[src/rtl/montgomery_pkg.sv]
// Shared definitions for the Montgomery datapath: operand reader states,
// default operand width and a counter sizing helper.
package montgomery_pkg;

   typedef enum logic [1:0] {
      IDLE,
      SHIFT,
      DONE
   } state_e;

   localparam int DEFAULT_OPERAND_WIDTH = 1024;

   // Bits needed to hold indices 0..count-1, never less than one bit.
   function automatic int counterWidth(input int count);
      return (count < 2) ? 1 : $clog2(count);
   endfunction

endpackage

[src/rtl/operand_bit_reader_bit_counter.sv]
// Saturating up-counter with synchronous clear and a terminal-count flag,
// shared by the iteration loops of the Montgomery datapath.
module bit_counter
   import montgomery_pkg::*;
#(
   parameter int               CNT_W    = 4,
   parameter logic [CNT_W-1:0] TERMINAL = '1
) (
   input  logic             clk,
   input  logic             restn,
   input  logic             clear_i,
   input  logic             en_i,
   output logic [CNT_W-1:0] count_o,
   output logic             terminal_o
);

   logic [CNT_W-1:0] count_q;
   logic [CNT_W-1:0] count_d;

   // Clear wins over enable; the count holds once it reaches the terminal value.
   always_comb begin
      count_d = count_q;
      if (clear_i) begin
         count_d = '0;
      end else if (en_i && !terminal_o) begin
         count_d = count_q + CNT_W'(1);
      end
   end

   always_ff @(posedge clk) begin
      if (!restn) begin
         count_q <= '0;
      end else begin
         count_q <= count_d;
      end
   end

   assign count_o    = count_q;
   assign terminal_o = (count_q == TERMINAL);

endmodule

[src/rtl/operand_bit_reader.sv]
// Bit-serial operand reader: latches a WIDTH-bit operand and streams it one bit
// per handshake. Define OPERAND_MSB_FIRST_EN to stream MSB first (default LSB first).
module operand_bit_reader
   import montgomery_pkg::*;
#(
   parameter int WIDTH = DEFAULT_OPERAND_WIDTH
) (
   input  logic                     clk,
   input  logic                     restn,
   input  logic [WIDTH-1:0]         in_number,
   input  logic                     load,
   input  logic                     bit_ready,
   output logic                     bit_out,
   output logic                     bit_valid,
   output logic [$clog2(WIDTH)-1:0] bit_index,
   output logic                     busy,
   output logic                     done
);

   localparam int               IDX_W    = counterWidth(WIDTH);
   localparam logic [IDX_W-1:0] LAST_IDX = IDX_W'(WIDTH - 1);

   state_e           state_q;
   logic [WIDTH-1:0] opReg_q;
   logic [WIDTH-1:0] opShifted;
   logic             curBit;
   logic [IDX_W-1:0] count;
   logic [IDX_W-1:0] curIndex;
   logic             lastBit;
   logic             loadAccept;
   logic             advance;

   assign loadAccept = load && ((state_q == IDLE) || (state_q == DONE));
   assign advance    = (state_q == SHIFT) && bit_ready && !lastBit;

   bit_counter #(
      .CNT_W    (IDX_W),
      .TERMINAL (LAST_IDX)
   ) u_bit_counter (
      .clk        (clk),
      .restn      (restn),
      .clear_i    (loadAccept),
      .en_i       (advance),
      .count_o    (count),
      .terminal_o (lastBit)
   );

   // The counter always runs upward; MSB-first only changes which end is read
   // and how the position is reported.
`ifdef OPERAND_MSB_FIRST_EN
   assign opShifted = {opReg_q[WIDTH-2:0], 1'b0};
   assign curBit    = opReg_q[WIDTH-1];
   assign curIndex  = LAST_IDX - count;
`else
   assign opShifted = {1'b0, opReg_q[WIDTH-1:1]};
   assign curBit    = opReg_q[0];
   assign curIndex  = count;
`endif

   always_ff @(posedge clk) begin
      if (!restn) begin
         state_q <= IDLE;
         opReg_q <= '0;
      end else begin
         case (state_q)
            IDLE, DONE: begin
               if (load) begin
                  opReg_q <= in_number;
                  state_q <= SHIFT;
               end else begin
                  state_q <= IDLE;
               end
            end
            SHIFT: begin
               if (bit_ready) begin
                  if (lastBit) begin
                     state_q <= DONE;
                  end else begin
                     opReg_q <= opShifted;
                  end
               end
            end
            default: state_q <= IDLE;
         endcase
      end
   end

   assign bit_valid = (state_q == SHIFT);
   assign busy      = (state_q == SHIFT);
   assign done      = (state_q == DONE);
   assign bit_out   = bit_valid & curBit;
   assign bit_index = bit_valid ? curIndex : '0;

endmodule

[config.mk]
export PLATFORM = sky130hd
export DESIGN_NAME = operand_bit_reader
export DESIGN_NICKNAME = d
export VERILOG_FILES = /design/src/rtl/montgomery_pkg.sv /design/src/rtl/operand_bit_reader_bit_counter.sv /design/src/rtl/operand_bit_reader.sv
export SDC_FILE = /design/constraint.sdc
export NUM_CORES = 2
export LEC_CHECK = 0
export CORE_AREA = 2 2 411 413
export DETAILED_ROUTE_END_ITERATION = 6
export DIE_AREA = 0 0 413 415
export SETUP_SLACK_MARGIN = 0.4
export SYNTH_ARGS = -nofsm -noshare
export SYNTH_HDL_FRONTEND = slang
export SYNTH_HIERARCHICAL = 1
export SYNTH_SLANG_ARGS = --single-unit
export TNS_END_PERCENT = 50
[constraint.sdc]
create_clock -name clk -period 3.1 [get_ports clk]
set_input_delay 0.62 -clock clk [delete_from_list [all_inputs] [get_ports clk]]
set_output_delay 0.62 -clock clk [all_outputs]
set_load 0.03 [all_outputs]
==> impl_metrics.tcl <==
set metrics [dict create \
    nFillCells 17000 \
    tns_ns 0 \
    hold_violations 0 \
    tightest_slew_ns 1.24 \
    io_buffers 1041 \
    drtIter0Drc 4800 \
    gp_congestion 0.865 \
    dp_slack_ns 0.252 \
    synth-seq-area-share 0.453 \
    clock_skew_ns 0.0563 \
    rsz0062_at_grt "yes" \
    clkSinkCount 1036 \
    crit_fanout 52 \
    vias 47700 \
    clk_latency_ns 0.75 \
    yosysMostFrequentCell "nand2_1" \
    drc 0 \
    synth_area_sq_um 45800 \
    yosys.area.top_type "dfxtp_1" \
    start_util 0.275 \
    synthTopCellsByArea "dfxtp_1, nand2_1, o31ai_1" \
    crit_required_ns 2.48 \
    drv_slew 0 \
    clockBufferDepth 3 \
    synthDistinctLibCells 39 \
    crit_type "flip-flop to primary output" \
    ant_nets 0 \
    synth_edf_count 0 \
    grtUsageTotal 0.197 \
    synth_top_area_share 0.453 \
    synthCells 5886 \
    setup_slack_ns 0.475 \
    synth-seq-cells 1036 \
    antenna_found_initial 15 \
    routedWlPerCell_microns 20.2 \
    dpl.hpwl_microns 120000 \
    htree_num_levels 3 \
    synth.area.mux_share 0.000219 \
    synth_area_per_cell_sq_um 7.78 \
    fmax_mhz 381 \
    overflow 0 \
    syn_nets 6915 \
    drive_gt1_frac 0.0610 \
    io_pins 1042 \
    synth_compound_area_frac 0.311 \
    dieArea_sq_um 171000 \
    min_period_ns 2.63 \
    yosys-top-cells-count "nand2_1, dfxtp_1, a31oi_1" \
    synth-adder-area-share 0.000273 \
    power_density_nw_per_um2 587 \
    multiInputGateArea_sq_um 22300 \
    die_h_microns 415 \
    num_rows 150 \
    cts_made_buffers 117 \
    regArea_sq_um 20700 \
    status "completed" \
    min_path_type "primary input to flip-flop" \
    first_pass_iters 6 \
    core_sq_um 167000 \
    setup_viol 0 \
    p_leak_nw 24.1 \
    finalNetCount 7570 \
    cp.arrival_ns 2.01 \
    maxSlewHeadroom 0.172 \
    root_buffer "clkbuf_16" \
    vias_per_cell 5.38 \
    grt_max_degree 196 \
    ys_async_sr_fraction 0 \
    synth_warnings 6 \
    synth_xor_area_frac 0.000383 \
    fin_crit_sh 0.847 \
    irDropWorstVdd_mv 0.448 \
    areaGrowthSynthToFinish_pct 37.0 \
    ctsHoldBuffers 0 \
    wl_microns 179000 \
    synth-main-ff-cell "dfxtp_1" \
    grt_pass1_wl_microns 271000 \
    cp-start-kind "flip-flop" \
    synth-simple-area-share 0.174 \
    clk_pin_slew_worst_paths_ns 0.06 \
    grt_pass1_vias 45700 \
    synth_top_family_by_area "compound AO/OA/AOI/OAI gates" \
    cts_tree "done" \
    cp-end-kind "primary output" \
    dieWidth_microns 413 \
    drv_cap 0 \
]
## metal layers
metal  up-vias  track usage  part of all wire
met4         2       0.0866             0.040
li1      22700            -                 -
met1     23000        0.253              0.42
met5         -            0          0.000073
met3       294       0.0296             0.061
met2      1677        0.324              0.48
## report_power, final
part           switching, mW  leakage, nW  internal (mW)
registers              0.755         8.59           14.7
clock network           6.06         2.04           8.87
logic                   3.59         13.5           2.86
## flip-flops by register name (all words and copies together) (netlist names)
| register | flops |
|---|---|
| state_q | 2 |
| u_bit_counter/count_o | 10 |
| opReg_q | 1024 |
## cells in the final DEF (no fill, tap or decap), drive strengths merged, types with 13 or more instances in the layout
cell | Yosys | routed
clkbuf | 497 | 179
dfxtp | 1036 | 1036
o31ai | 1023 | 1023
buf | 191 | 195
a31oi | 1025 | 1025
clkinv | 1 | 23
nand2 | 2055 | 2055
clkdlybuf4s50 | 0 | 1026
diode | 0 | 14
bufinv | 0 | 13
## worst paths after layout
kind	end	slack, ns	cells after the start	startpoint
max reg2reg	opReg_q[742]	0.51	6	state_q[1]
min	opReg_q[904]	0.29	3	restn
max	bit_valid	0.47	4	state_q[1]
min reg2reg	opReg_q[49]	0.42	2	opReg_q[50]
## critical path, cell delays in order (launching register included)
cell	delay, ns
dfxtp_1	0.34
nand2b_4	0.22
inv_16	0.13
buf_16	0.25
buf_4	0.23
## final cells by class
type,instances,share of cell area
Timing Repair Buffer,1222,0.203
Sequential cell,1036,0.331
Clock buffer,179,0.0557
Antenna cell,14,0.000558
Clock inverter,43,0.0109
Timing Repair inverter,2,0.000279
Inverter,2,0.000379
Multi-Input combinational cell,4160,0.355
Tap cell,2204,0.0439
## cells by family after synthesis
family	Yosys count
buffers and inverters	690
adders and majority gates	1
AOI/OAI and AO/OA	2064
and+or+nand+nor	2092
xor gates and xnor gates	2
DFF	1036
muxes	1
## stage by stage
| stage | hold slack (ns) | util | instance area (sq um) | cells | power (mW) |
|---|---|---|---|---|---|
| 3_3_place_gp | 0.452 | 0.351 | 58500 | 8621 | 22.0 |
| 6_report | 0.291 | 0.376 | 62700 | 8862 | 36.9 |
| 2_1_floorplan | 0.436 | - | 45800 | 5886 | 19.2 |
| 4_1_cts | 0.242 | 0.376 | 62700 | 8848 | 37.1 |
| 5_1_grt | 0.300 | 0.376 | 62700 | 8858 | 38.4 |
| 3_5_place_dp | 0.457 | 0.351 | 58500 | 8621 | 22.1 |
## what timing repair did
item                       4_1_cts  5_1_grt
setup buffers                    3        0
gates cloned                     2        0
resized for setup                9        1
setup endpoints to repair       15      343
(Power assumes the default switching activity.)
